==> src/rtl/color_mask_localizer.sv <==
// color_mask_localizer: end-of-chain consumer for the {valid, red, green}
// color-mask pixel stream. Tracks raster position and accumulates a
// bounding box and pixel count per color. At the last pixel of each frame
// it publishes registered results and pulses frame_done for one cycle.
// Optional feature: define LOCALIZER_CENTER_EN to add the center_col and
// center_row outputs, which hold the bbox midpoint of each found color.
module color_mask_localizer #(
  parameter int WIDTH      = 640,
  parameter int HEIGHT     = 480,
  parameter int COLORS     = 2,
  parameter int COORD_W    = 13,
  parameter int COUNT_W    = 19,
  parameter int MIN_PIXELS = 16
) (
  input  logic                       clk,
  input  logic                       reset_n,
  input  logic [COLORS:0]            mask_in,
  input  logic                       frame_sync,
  output logic [COLORS*COORD_W-1:0]  bbox_min_col,
  output logic [COLORS*COORD_W-1:0]  bbox_max_col,
  output logic [COLORS*COORD_W-1:0]  bbox_min_row,
  output logic [COLORS*COORD_W-1:0]  bbox_max_row,
  output logic [COLORS*COUNT_W-1:0]  pixel_count,
  output logic [COLORS-1:0]          found,
  output logic                       frame_done,
  output logic [COORD_W-1:0]         cur_col,
  output logic [COORD_W-1:0]         cur_row
`ifdef LOCALIZER_CENTER_EN
  ,
  output logic [COLORS*COORD_W-1:0]  center_col,
  output logic [COLORS*COORD_W-1:0]  center_row
`endif
);

  localparam logic [COORD_W-1:0] LAST_COL = COORD_W'(WIDTH - 1);
  localparam logic [COORD_W-1:0] LAST_ROW = COORD_W'(HEIGHT - 1);
  localparam logic [COUNT_W-1:0] MIN_CNT  = COUNT_W'(MIN_PIXELS);
  localparam logic [COUNT_W-1:0] CNT_MAX  = '1;

  logic accept;
  logic last_pix;

  logic [COUNT_W-1:0] acc_cnt     [COLORS];
  logic [COORD_W-1:0] acc_min_col [COLORS];
  logic [COORD_W-1:0] acc_max_col [COLORS];
  logic [COORD_W-1:0] acc_min_row [COLORS];
  logic [COORD_W-1:0] acc_max_row [COLORS];
  logic [COLORS-1:0]  acc_empty;

  logic [COUNT_W-1:0] nxt_cnt     [COLORS];
  logic [COORD_W-1:0] nxt_min_col [COLORS];
  logic [COORD_W-1:0] nxt_max_col [COLORS];
  logic [COORD_W-1:0] nxt_min_row [COLORS];
  logic [COORD_W-1:0] nxt_max_row [COLORS];
  logic [COLORS-1:0]  nxt_empty;
  logic [COLORS-1:0]  nxt_found;

  // frame_sync discards any pixel arriving with it
  assign accept   = mask_in[COLORS] && !frame_sync;
  assign last_pix = accept && (cur_col == LAST_COL) && (cur_row == LAST_ROW);

  // Merge the current pixel into each color's accumulator (next-state view)
  always_comb begin
    nxt_empty = acc_empty;
    nxt_found = '0;
    for (int c = 0; c < COLORS; c++) begin
      nxt_cnt[c]     = acc_cnt[c];
      nxt_min_col[c] = acc_min_col[c];
      nxt_max_col[c] = acc_max_col[c];
      nxt_min_row[c] = acc_min_row[c];
      nxt_max_row[c] = acc_max_row[c];
      if (accept && mask_in[c]) begin
        if (acc_cnt[c] != CNT_MAX) begin
          nxt_cnt[c] = acc_cnt[c] + 1'b1;
        end
        if (acc_empty[c]) begin
          nxt_min_col[c] = cur_col;
          nxt_max_col[c] = cur_col;
          nxt_min_row[c] = cur_row;
          nxt_max_row[c] = cur_row;
          nxt_empty[c]   = 1'b0;
        end else begin
          if (cur_col < acc_min_col[c]) nxt_min_col[c] = cur_col;
          if (cur_col > acc_max_col[c]) nxt_max_col[c] = cur_col;
          if (cur_row < acc_min_row[c]) nxt_min_row[c] = cur_row;
          if (cur_row > acc_max_row[c]) nxt_max_row[c] = cur_row;
        end
      end
      nxt_found[c] = (nxt_cnt[c] >= MIN_CNT);
    end
  end

`ifdef LOCALIZER_CENTER_EN
  logic [COORD_W-1:0] nxt_center_col [COLORS];
  logic [COORD_W-1:0] nxt_center_row [COLORS];

  // Midpoint of the merged bbox, summed one bit wider so it cannot overflow
  always_comb begin
    for (int c = 0; c < COLORS; c++) begin
      nxt_center_col[c] = COORD_W'(({1'b0, nxt_min_col[c]} + {1'b0, nxt_max_col[c]}) >> 1);
      nxt_center_row[c] = COORD_W'(({1'b0, nxt_min_row[c]} + {1'b0, nxt_max_row[c]}) >> 1);
    end
  end
`endif

  // Raster position of the next accepted pixel
  always_ff @(posedge clk or negedge reset_n) begin
    if (!reset_n) begin
      cur_col <= '0;
      cur_row <= '0;
    end else if (frame_sync) begin
      cur_col <= '0;
      cur_row <= '0;
    end else if (accept) begin
      if (cur_col == LAST_COL) begin
        cur_col <= '0;
        cur_row <= (cur_row == LAST_ROW) ? '0 : cur_row + 1'b1;
      end else begin
        cur_col <= cur_col + 1'b1;
      end
    end
  end

  // Accumulators: cleared by sync or frame end, otherwise follow merged values
  always_ff @(posedge clk or negedge reset_n) begin
    if (!reset_n) begin
      acc_empty <= '1;
      for (int c = 0; c < COLORS; c++) begin
        acc_cnt[c]     <= '0;
        acc_min_col[c] <= '0;
        acc_max_col[c] <= '0;
        acc_min_row[c] <= '0;
        acc_max_row[c] <= '0;
      end
    end else if (frame_sync || last_pix) begin
      acc_empty <= '1;
      for (int c = 0; c < COLORS; c++) begin
        acc_cnt[c]     <= '0;
        acc_min_col[c] <= '0;
        acc_max_col[c] <= '0;
        acc_min_row[c] <= '0;
        acc_max_row[c] <= '0;
      end
    end else if (accept) begin
      acc_empty <= nxt_empty;
      for (int c = 0; c < COLORS; c++) begin
        acc_cnt[c]     <= nxt_cnt[c];
        acc_min_col[c] <= nxt_min_col[c];
        acc_max_col[c] <= nxt_max_col[c];
        acc_min_row[c] <= nxt_min_row[c];
        acc_max_row[c] <= nxt_max_row[c];
      end
    end
  end

  // Publish results on the last pixel edge; they hold until the next frame end
  always_ff @(posedge clk or negedge reset_n) begin
    if (!reset_n) begin
      frame_done   <= 1'b0;
      found        <= '0;
      pixel_count  <= '0;
      bbox_min_col <= '0;
      bbox_max_col <= '0;
      bbox_min_row <= '0;
      bbox_max_row <= '0;
`ifdef LOCALIZER_CENTER_EN
      center_col   <= '0;
      center_row   <= '0;
`endif
    end else begin
      frame_done <= last_pix;
      if (last_pix) begin
        found <= nxt_found;
        for (int c = 0; c < COLORS; c++) begin
          pixel_count[c*COUNT_W +: COUNT_W]  <= nxt_cnt[c];
          bbox_min_col[c*COORD_W +: COORD_W] <= nxt_found[c] ? nxt_min_col[c] : '0;
          bbox_max_col[c*COORD_W +: COORD_W] <= nxt_found[c] ? nxt_max_col[c] : '0;
          bbox_min_row[c*COORD_W +: COORD_W] <= nxt_found[c] ? nxt_min_row[c] : '0;
          bbox_max_row[c*COORD_W +: COORD_W] <= nxt_found[c] ? nxt_max_row[c] : '0;
`ifdef LOCALIZER_CENTER_EN
          center_col[c*COORD_W +: COORD_W]   <= nxt_found[c] ? nxt_center_col[c] : '0;
          center_row[c*COORD_W +: COORD_W]   <= nxt_found[c] ? nxt_center_row[c] : '0;
`endif
        end
      end
    end
  end

endmodule

==> config.mk <==
export PLATFORM = sky130hd
export DESIGN_NAME = color_mask_localizer
export DESIGN_NICKNAME = d
export VERILOG_FILES = /design/src/rtl/color_mask_localizer.sv
export SDC_FILE = /design/constraint.sdc
export NUM_CORES = 1
export LEC_CHECK = 0
export BUFFER_PORTS_ARGS = -buffer_cell sky130_fd_sc_hd__clkbuf_2
export CORE_MARGIN = 4
export CORE_UTILIZATION = 40
export DETAILED_ROUTE_END_ITERATION = 7
export PLACE_DENSITY_LB_ADDON = 0.15
export SYNTH_ARGS = -nofsm -noshare
export SYNTH_HDL_FRONTEND = slang
export SYNTH_SLANG_ARGS = --single-unit
export TNS_END_PERCENT = 1
==> constraint.sdc <==
create_clock -name clk -period 4.33 [get_ports clk]
set_clock_uncertainty 0.1 [all_clocks]
set_input_delay 0.866 -clock clk [delete_from_list [all_inputs] [get_ports clk]]
set_output_delay 0.866 -clock clk [all_outputs]
set_load 0.02 [all_outputs]
### After elaboration in Yosys (flattened, before gate mapping)

Index checks and enable logic that the tools add are counted.

* $add $sub $neg: 4
* multipliers: 0
* div/mod/pow operators: 0
* order comparisons: 10
* eq/ne operators: 4
* shift-type cells: 0
* multiplexer cells: 57
* bitwise gates (word level): 0
* reductions and logical operators: 15

Operators by type and width (count)
* 13-bit two-way mux: 39
* 26-bit two-way mux: 8
* 19-bit two-way mux: 4
* 38-bit two-way mux: 2
* 13-bit > comparator: 4
* 13-bit < comparator: 4
* 19-bit by 1-bit adder with 19-bit output, second input constant: 2
* 19-bit by 5-bit greater-or-equal comparator with 1-bit output, second input constant: 2
* 19-bit inequality test, second input constant: 2
* 13-bit by 1-bit adder with 13-bit output, second input constant: 2
* 13-bit by 10-bit == test with 1-bit output, second input constant: 1
* 13-bit by 9-bit == test with 1-bit output, second input constant: 1
* 2-bit nonzero test: 5
* 2-bit AND reduction: 3
* 1-bit logical AND: 5
* 2-bit two-way mux: 2
* 1-bit two-way mux: 2
* 1-bit logical NOT: 1
* 1-bit logical OR: 1

* bits in registers: 315
* bits in latches: 0
* memory bits (writable): 0
* ROM bits: 0
* output and inout bits: 171
* word-level logic and storage cells: 111
* memories: 0

### Logic depth before layout (Yosys ltp)

Gate-level depths: netlist of the first run.

* depth after elaboration: 7
* mapped depth: 12
* mapped depth without buffers: 9

### Worst setup path after synthesis of the first run

OpenSTA, ideal clock, no wires.

* kind: in2reg
* start point: in frame_sync
* end point: reg bbox_max_col[22]
* library setup time: 0.123 ns
* data arrival time: 2.860 ns
* required time: 4.107 ns
* setup slack: 1.247 ns
* stages on the path: 8
* buffers on the path: 1
* cells stage by stage: nand3b_2 > nor4_4 > nand4_2 > mux2i_1 > nand4_2 > nor4_4 > buf_6 > nor3_2

* cells in the longest elaborated chain, start to end: 6

Ends and longest elaborated chain
* start, declared: line 18 `input logic frame_sync,`
* 1-bit logical NOT (*): line 59 `assign accept = mask_in[COLORS] && !frame_sync;`
* 1-bit logical AND (*): line 59
* 1-bit logical AND: line 72 `if (accept && mask_in[c]) begin`
* 19-bit two-way mux: line 72
* 19-bit by 5-bit greater-or-equal comparator with 1-bit output: line 89 `nxt_found[c] = (nxt_cnt[c] >= MIN_CNT);`
* 13-bit two-way mux: line 177 `bbox_max_col[c*COORD_W +: COORD_W] <= nxt_found[c] ? nxt_max_col[c] : '0;`
* end signal, assigned by index: line 177
* end, declared: line 20 `output logic [COLORS*COORD_W-1:0] bbox_max_col,`

Every way passes the cells marked *; elsewhere a longest branch is shown, timed or not.
A chain may end at the register's enable or synchronous reset.

### Final worst setup path of the first run

* start point: reg cur_row[10]
* end point: reg acc_max_row[19] (netlist bit)

* cells in the longest elaborated chain, start to end: 6

Ends and longest elaborated chain
* start, declared: line 27 `output logic [COORD_W-1:0] cur_row`
* start signal, assigned: line 117 `cur_row <= (cur_row == LAST_ROW) ? '0 : cur_row + 1'b1;`
* 13-bit > comparator: line 86 `if (cur_row > acc_max_row[c]) nxt_max_row[c] = cur_row;`
* 13-bit two-way mux: line 86
* 13-bit two-way mux: line 76 `if (acc_empty[c]) begin`
* 13-bit two-way mux: line 72
* 26-bit two-way mux: line 144 `end else if (accept) begin`
* 26-bit two-way mux: line 135 `end else if (frame_sync || last_pix) begin`
* end signal, assigned by index: line 151 `acc_max_row[c] <= nxt_max_row[c];`
* end, declared: line 47 `logic [COORD_W-1:0] acc_max_row [COLORS];`

Several ways; a longest one is shown, not always the timed one. The select of a mux whose other input is x is not followed.

==> results of run 1 <==
critical path, stage by stage (launching register included):
cell and delay (ns):
dfrtp_1 0.80, ha_1 0.36, a211oi_1 0.23, o21ai_0 0.18, o31ai_1 0.76, nor3_1 0.32
buf_4 0.26, a22o_1 0.24
cells in the final DEF, fill, tap and decap left out, types with 4 or more instances in the layout:
cell type	netlist	final
dfrtp_1	313	313
nor4_4	5	6
nor2_1	156	156
nand2_1	165	165
buf_12	0	5
clkbuf_2	1	175
a22o_1	101	101
nand4_1	29	29
clkbuf_1	92	9
or3_1	9	7
xor2_1	21	21
a211oi_1	16	16
clkbuf_8	0	8
nor2b_1	12	11
a31oi_1	10	10
nor3_1	54	53
nand3_1	29	29
mux2i_1	19	19
ha_1	104	104
clkinv_2	0	6
o22ai_1	8	8
and2_1	13	13
nand2b_1	6	6
a21oi_2	7	7
o21ai_0	149	148
clkbuf_16	0	41
buf_4	6	57
inv_1	112	112
and3_1	24	24
a21o_1	25	25
nor4_1	4	4
o31a_1	29	29
and4_1	8	8
a31o_2	8	8
xnor2_1	26	26
or2_2	6	6
o31ai_1	16	16
a21oi_1	82	82
synth_stat cells (all sizes together), types with 2 or more instances:
cell type  count  area (um2)
or2            6        37.5
nand2b         6        37.5
o31a          29         254
dfrtp        313        7830
or4            3        26.3
or3            9        56.3
o21ai        150         751
nand4         32         228
o22ai          8        50.1
inv          113         427
xor2          21         184
nor3          56         290
nor4b          3        32.5
nand3b         4        33.8
a22o         101         885
o21a           2        15.0
nor4          10         144
a21oi         89         472
a31oi         10        62.6
o2111a         2        22.5
clkbuf        93         350
a22oi          3        22.5
o2111ai        2        17.5
o41ai          3        33.8
nor2b         12        75.1
and3          24         150
dfstp          2        52.6
nand2        165         619
nor2         156         586
ha           104        1300
mux2           3        33.8
buf           26         159
and2          14        90.1
and4           9        81.3
o31ai         16         120
a21o          25         188
xnor2         26         228
a211oi        18         145
mux2i         20         204
a32o           2        20.0
nand3         32         183
o211ai         2        15.0
nor3b          2        15.0
a31o           8        70.1
worst paths after layout:
kind,to,cells after the start,slack (ns),from
setup / recovery,acc_max_row[19]$_DFFE_PN0P_,7,0.96,cur_row[10]$_DFFE_PN0P_
hold / removal,bbox_min_row[8]$_DFFE_PN0P_,1,0.27,reset_n
setup reg to reg,acc_max_row[19]$_DFFE_PN0P_,7,0.96,cur_row[10]$_DFFE_PN0P_
hold reg to reg,pixel_count[32]$_DFFE_PN0P_,2,0.38,pixel_count[32]$_DFFE_PN0P_
max in group asynchronous,cur_row[11]$_DFFE_PN0P_,2,2.97,reset_n
min in group clk,pixel_count[32]$_DFFE_PN0P_,2,0.38,pixel_count[32]$_DFFE_PN0P_
registers in the layout (all words and copies together) (netlist names):
| name | cells |
|---|---|
| bbox_min_col | 26 |
| acc_cnt | 38 |
| acc_min_col | 26 |
| acc_max_row | 26 |
| bbox_max_row | 26 |
| cur_row | 13 |
| frame_done | 1 |
| bbox_max_col | 26 |
| bbox_min_row | 26 |
| acc_empty | 2 |
| pixel_count | 38 |
| found | 2 |
| acc_max_col | 26 |
| cur_col | 13 |
| acc_min_row | 26 |
through the flow:
stage,utilization,std cells,setup WS [ns],instance area [um2]
global route,0.477,2463,0.746,19600
finish,0.477,2463,0.963,19600
detailed placement,0.446,2396,0.620,18300
floorplan,-,1745,1.25,16700
CTS,0.477,2463,0.970,19600
global placement,0.446,2396,0.693,18300
metal layers:
metal / global-route usage / up-vias / wire length, um
li1: - / 6519 / -
met1: 0.334 / 6739 / 24200
met2: 0.354 / 398 / 23100
met3: 0.0391 / 86 / 2930
met4: 0.0582 / 4 / 1070
met5: 0 / - / 32
kinds of logic (layout without fill, tap and decap cells):
logic type      count (synthesis)  after routing  share of synthesized area
compound gates                479            479                      0.193
xor+xnor                       47             47                     0.0247
fa+ha+maj                     104            104                     0.0779
buf+inv                       232            418                     0.0560
flops                         315            315                      0.472
mux                            23             23                     0.0142
simple gates                  545            545                      0.162
power groups by stage:
stage	Sequential [mW]	Combinational, mW	Clock [mW]
after CTS	2.96	0.251	3.34
after global routing	2.96	0.276	3.47
final	2.96	0.246	3.26
after detailed placement	3.01	0.250	0
after floorplan	3.01	0.112	0
after global placement	3.01	0.248	0
final cells by class:
| class | count | area [um2] | share of cell area |
|---|---|---|---|
| multi-input cells | 1198 | 7900 | 0.404 |
| inverters | 113 | 427 | 0.0218 |
| clock buffers | 58 | 1170 | 0.0598 |
| flip-flops and latches | 315 | 7890 | 0.403 |
| repair buffers | 238 | 1420 | 0.0725 |
| clock inverters | 9 | 97.6 | 0.00499 |
| well taps | 532 | 666 | 0.0340 |
==> summary.txt, run 1 <==
Synth
  – Sequential share of the synthesized area: 0.472
  – Mapped Cells: 1745
  – Ys Warns: 0
  – #FFs+latches synth: 315
  – Netlist cell types: 77
  – Primary FF master, synth: dfrtp_1
  – Synth Cell Area: 16700 um2
  – Synth Area per Inst: 9.57 um2
  – Syn_nets: 1855
  – Asr flop ratio synth: 1.00
  – EDFF count, synth: 0

Job
  – Maxcap violations: 0

Floorplan
  – I/O pin count: 177
  – Die Span Y: 212 um
  – Die W: 212 um
  – Die area: 45100 um2
  – Core area: 41000 um2
  – Initial Util: 0.407
  – Num rows: 74

CTS
  – CTS sink count: 315
  – Root Driver: clkbuf_16
  – Cts hold-fix bufs: 0
  – CTS tree: built
  – Htree depth: 2
  – CTS resizes: 0
  – Longest Clk Path Bufs: 3
  – Inserted Clock Buffers: 38
  – Clock transition at path regs: 0.06 ns
  – Skew-Pair Late Insertion Delay: 0.55 ns
  – Setup Buffers After CTS: 0

Detailed routing
  – Post-DRT Antenna Nets: 0
  – Via-per-instance ratio: 5.58
  – Post-Route WL: 51.4 mm
  – DRC: 0
  – DR WL/cell: 20.9 um
  – First-pass DRT Iterations: 5
  – Via count: 13700
  – DRT iter0 DRCs: 1061

Pwr
  – Peak supply drop: 0.229 mV
  – Tot Pwr: 6.47 mW
  – Clock share of power: 0.504
  – Register share of total power: 0.458
  – Leak: 9.28 nW
  – Combinational Power Share: 0.038
  – Net Sw Frac: 0.229
  – Switching power: 1.48 mW
  – Pwr dens: 330 nW/um2
  – P_int: 4.99 mW

Placement
  – GPL Wtd Cong: 0.880
  – Port bufs: 176
  – HPWL after DPL: 35.4 mm

Worst setup path
  – Worst EP required: 4.66 ns
  – CP Data Arrival Time: 3.70 ns
  – CP Capture Type: flop
  – Kind of critical path: reg -> reg
  – Startpoint types: flop
  – CP max FO: 15

Global routing
  – Antenna violations before repair: 2
  – Largest net degree at the start of global routing: 100
  – Vias in the first global route: 13600
  – Global-route wire length before repair: 81.4 mm
  – GRT Total Usage: 0.228
  – Gr ovfl total: 0

Finish
  – Fraction of layout cells with a size suffix above 1: 0.182
  – Fill cells: 3888
  – NumNets Final: 2014
  – P&R area growth vs syn: 17.2%
  – N_diodes: 0

STA
  – Final worst-path cycle share: 0.778
  – Fmax: 297 MHz
  – Max Slew Vio Count: 0
  – Min Hold Slack: 0.270 ns
  – Slew @ Worst Pin: 0.908 ns
  – Sum Neg Setup Slack: 0 ns
  – RSZ-0062 raised after global routing: no
  – Minimum clock period: 3.37 ns
  – Final setup viols: 0
  – Slew HR: 0.395
  – Final hold violations: 0

Outcome
  – Status: finished, final reports clean

Min path
  – Class of the worst hold path: in -> async
No activity file was read; power rests on OpenSTA's default activity.
==> run 2: changes to the inputs <==
==> constraint.sdc (replaced) <==
create_clock -name clk -period 2.7 [get_ports clk]
set_clock_uncertainty 0.1 [all_clocks]
set_input_delay 0.54 -clock clk [delete_from_list [all_inputs] [get_ports clk]]
set_output_delay 0.54 -clock clk [all_outputs]
set_load 0.02 [all_outputs]
==> run 2 against run 1 <==
Compared with the run above:
- clock-buffer cell count fell by 6
- sequential share of layout area fell by 3.1 points
- first-iteration DRC count fell by 6.7%
- register-to-register slack got worse by 0.93 ns
- hold slack got worse by 0.054 ns
- largest power group unchanged
- utilization rose by 4.1 points
- critical path type unchanged
- total power rose by 57%
- largest cell class unchanged
- global-route usage rose by 0.19 points
- design area rose by 8.7%
- combinational power rose by 94%
- non-clock buffer count rose by 158
==> summary.txt, run 2 (synthesis results as in run 1) <==
Outcome
  – Status: finished, final reports clean

STA
  – Sum Neg Setup Slack: 0 ns
  – Final worst-path cycle share: 0.987
  – Slew @ Worst Pin: 0.791 ns
  – Slew HR: 0.472
  – RSZ-0062 raised after global routing: yes
  – Final setup viols: 0
  – Min Hold Slack: 0.216 ns
  – Fmax: 375 MHz
  – Minimum clock period: 2.66 ns
  – Final hold violations: 0
  – Max Slew Vio Count: 0

Floorplan
  – Num rows: 74
  – Die Span Y: 212 um
  – Initial Util: 0.407
  – Die area: 45100 um2
  – Die W: 212 um
  – Core area: 41000 um2
  – I/O pin count: 177

CTS
  – Htree depth: 2
  – Skew-Pair Late Insertion Delay: 0.55 ns
  – Clock transition at path regs: 0.06 ns
  – Longest Clk Path Bufs: 3
  – CTS tree: built
  – Root Driver: clkbuf_16
  – Inserted Clock Buffers: 37
  – CTS sink count: 315

Pwr
  – Peak supply drop: 0.427 mV
  – Leak: 10.1 nW
  – Tot Pwr: 10.1 mW
  – Pwr dens: 476 nW/um2

Global routing
  – Largest net degree at the start of global routing: 69
  – Antenna violations before repair: 2
  – Vias in the first global route: 14500
  – Gr ovfl total: 0
  – Global-route wire length before repair: 82.3 mm
  – GRT Total Usage: 0.230

Worst setup path
  – CP top delay family: compound AO/OA/AOI/OAI gates
  – Worst path depth: 10
  – Critical path's largest stage delay: 0.47 ns
  – Startpoint types: flop
  – RR Startpoint: cur_row[1]$_DFFE_PN0P_
  – CP Capture Type: flop
  – CP max FO: 13
  – Worst EP required: 3.00 ns
  – Crit path launch: cur_row[1]$_DFFE_PN0P_
  – CP Buf/Inv Count: 2
  – Kind of critical path: reg -> reg
  – R2r setup slk: 0.04 ns
  – CP max-delay cell: a211oi_1
  – Cell Chain, Critical Path: buf_4, ha_1, nand3b_1, a21oi_1, a211oi_1, o31ai_4, o41ai_4, buf_6, mux2i_2, a211oi_2
  – Critical Path End: bbox_max_row[13]$_DFFE_PN0P_
  – R2r worst-path depth: 10
  – Reg-to-reg endpoint: bbox_max_row[13]$_DFFE_PN0P_
  – CP Data Arrival Time: 2.97 ns

Detailed routing
  – Via count: 14400
  – DR WL/cell: 20.1 um
  – First-pass DRT Iterations: 5
  – Post-DRT Antenna Nets: 0
  – Post-Route WL: 52.8 mm
  – Via-per-instance ratio: 5.51
  – DRC: 0
  – DRT iter0 DRCs: 990

Finish
  – Most common cell after layout, fill and taps aside: dfrtp_1
  – NumNets Final: 2171
  – Fraction of layout cells with a size suffix above 1: 0.270
  – Top flop regs: acc_cnt (38), pixel_count (38)
  – P&R area growth vs syn: 27.4%
  – Most frequent cells in the layout: dfrtp_1 (300), buf_4 (184), clkbuf_2 (175)
  – Reg area: 7900 um2
  – Core Util, Final: 0.519
  – Multi-input logic area: 8180 um2
  – Fill cells: 3777

Placement
  – GPL Wtd Cong: 0.854
  – HPWL after DPL: 37.1 mm
  – Port bufs: 176

Min path
  – Class of the worst hold path: in -> reg
  – Hold path start: frame_sync

Job
  – Maxcap violations: 0
run 2: changes by cell type in the layout (fill, tap and decap cells not counted), sizes merged:
cell         previous run  this run
clkinv                  6         7
buf                    63       217
dlygate4sd3             0         1
diode                   0         1
inv                   113       115
clkbuf                233       230
run 2: repair_timing:
action,CTS,global route
resized for setup,18,60
hold buffers,1,0
setup endpoints to repair,94,187
hold endpoints to repair,52,0
pin swaps,5,29
cloned,1,4
buffers inserted,6,10
run 2: worst min-delay path, stage by stage:
cell and delay (ns):
clkbuf_2 0.10, buf_4 0.13, a21oi_1 0.05
run 2: layer usage:
layer | routed length (um) | global-route usage
met1 | 23800 | 0.321
met2 | 24300 | 0.360
met3 | 3000 | 0.0416
met4 | 1610 | 0.0853
met5 | 13 | 0
run 2: how the worst min path moves through the flow:
stage,end,slack [ns],cells past startpoint
floorplan,acc_cnt[0]$_DFFE_PN0P_,0.14,0
global placement,pixel_count[36]$_DFFE_PN0P_,0.36,2
detailed placement,pixel_count[36]$_DFFE_PN0P_,0.37,2
CTS,cur_row[4]$_DFFE_PN0P_,0.18,3
global route,cur_row[4]$_DFFE_PN0P_,0.22,3
finish,cur_row[4]$_DFFE_PN0P_,0.22,3
run 2: cell type report:
cell class              instances  share of cell area
diodes                          1            0.000118
clock inverters                12             0.00565
well taps                     532              0.0313
clock buffers                  52              0.0490
flip-flops and latches        315               0.371
multi-input cells            1198               0.385
repair buffers                396               0.138
inverters                     113              0.0201
run 2: power breakdown:
part / internal (mW) / switching, mW
sequential: 4.73 / 0.00750
combinational: 0.151 / 0.327
clock: 2.88 / 2.03
total: 7.76 / 2.37
run 2: per-stage QoR:
stage	instance area, um2	worst slack [ns]	cells
after floorplan	16800	-0.0366	1745
after global placement	19600	-0.113	2532
after detailed placement	19600	-0.176	2532
after CTS	20900	-0.0400	2604
after global routing	21300	-0.0435	2619
final	21300	0.0362	2619
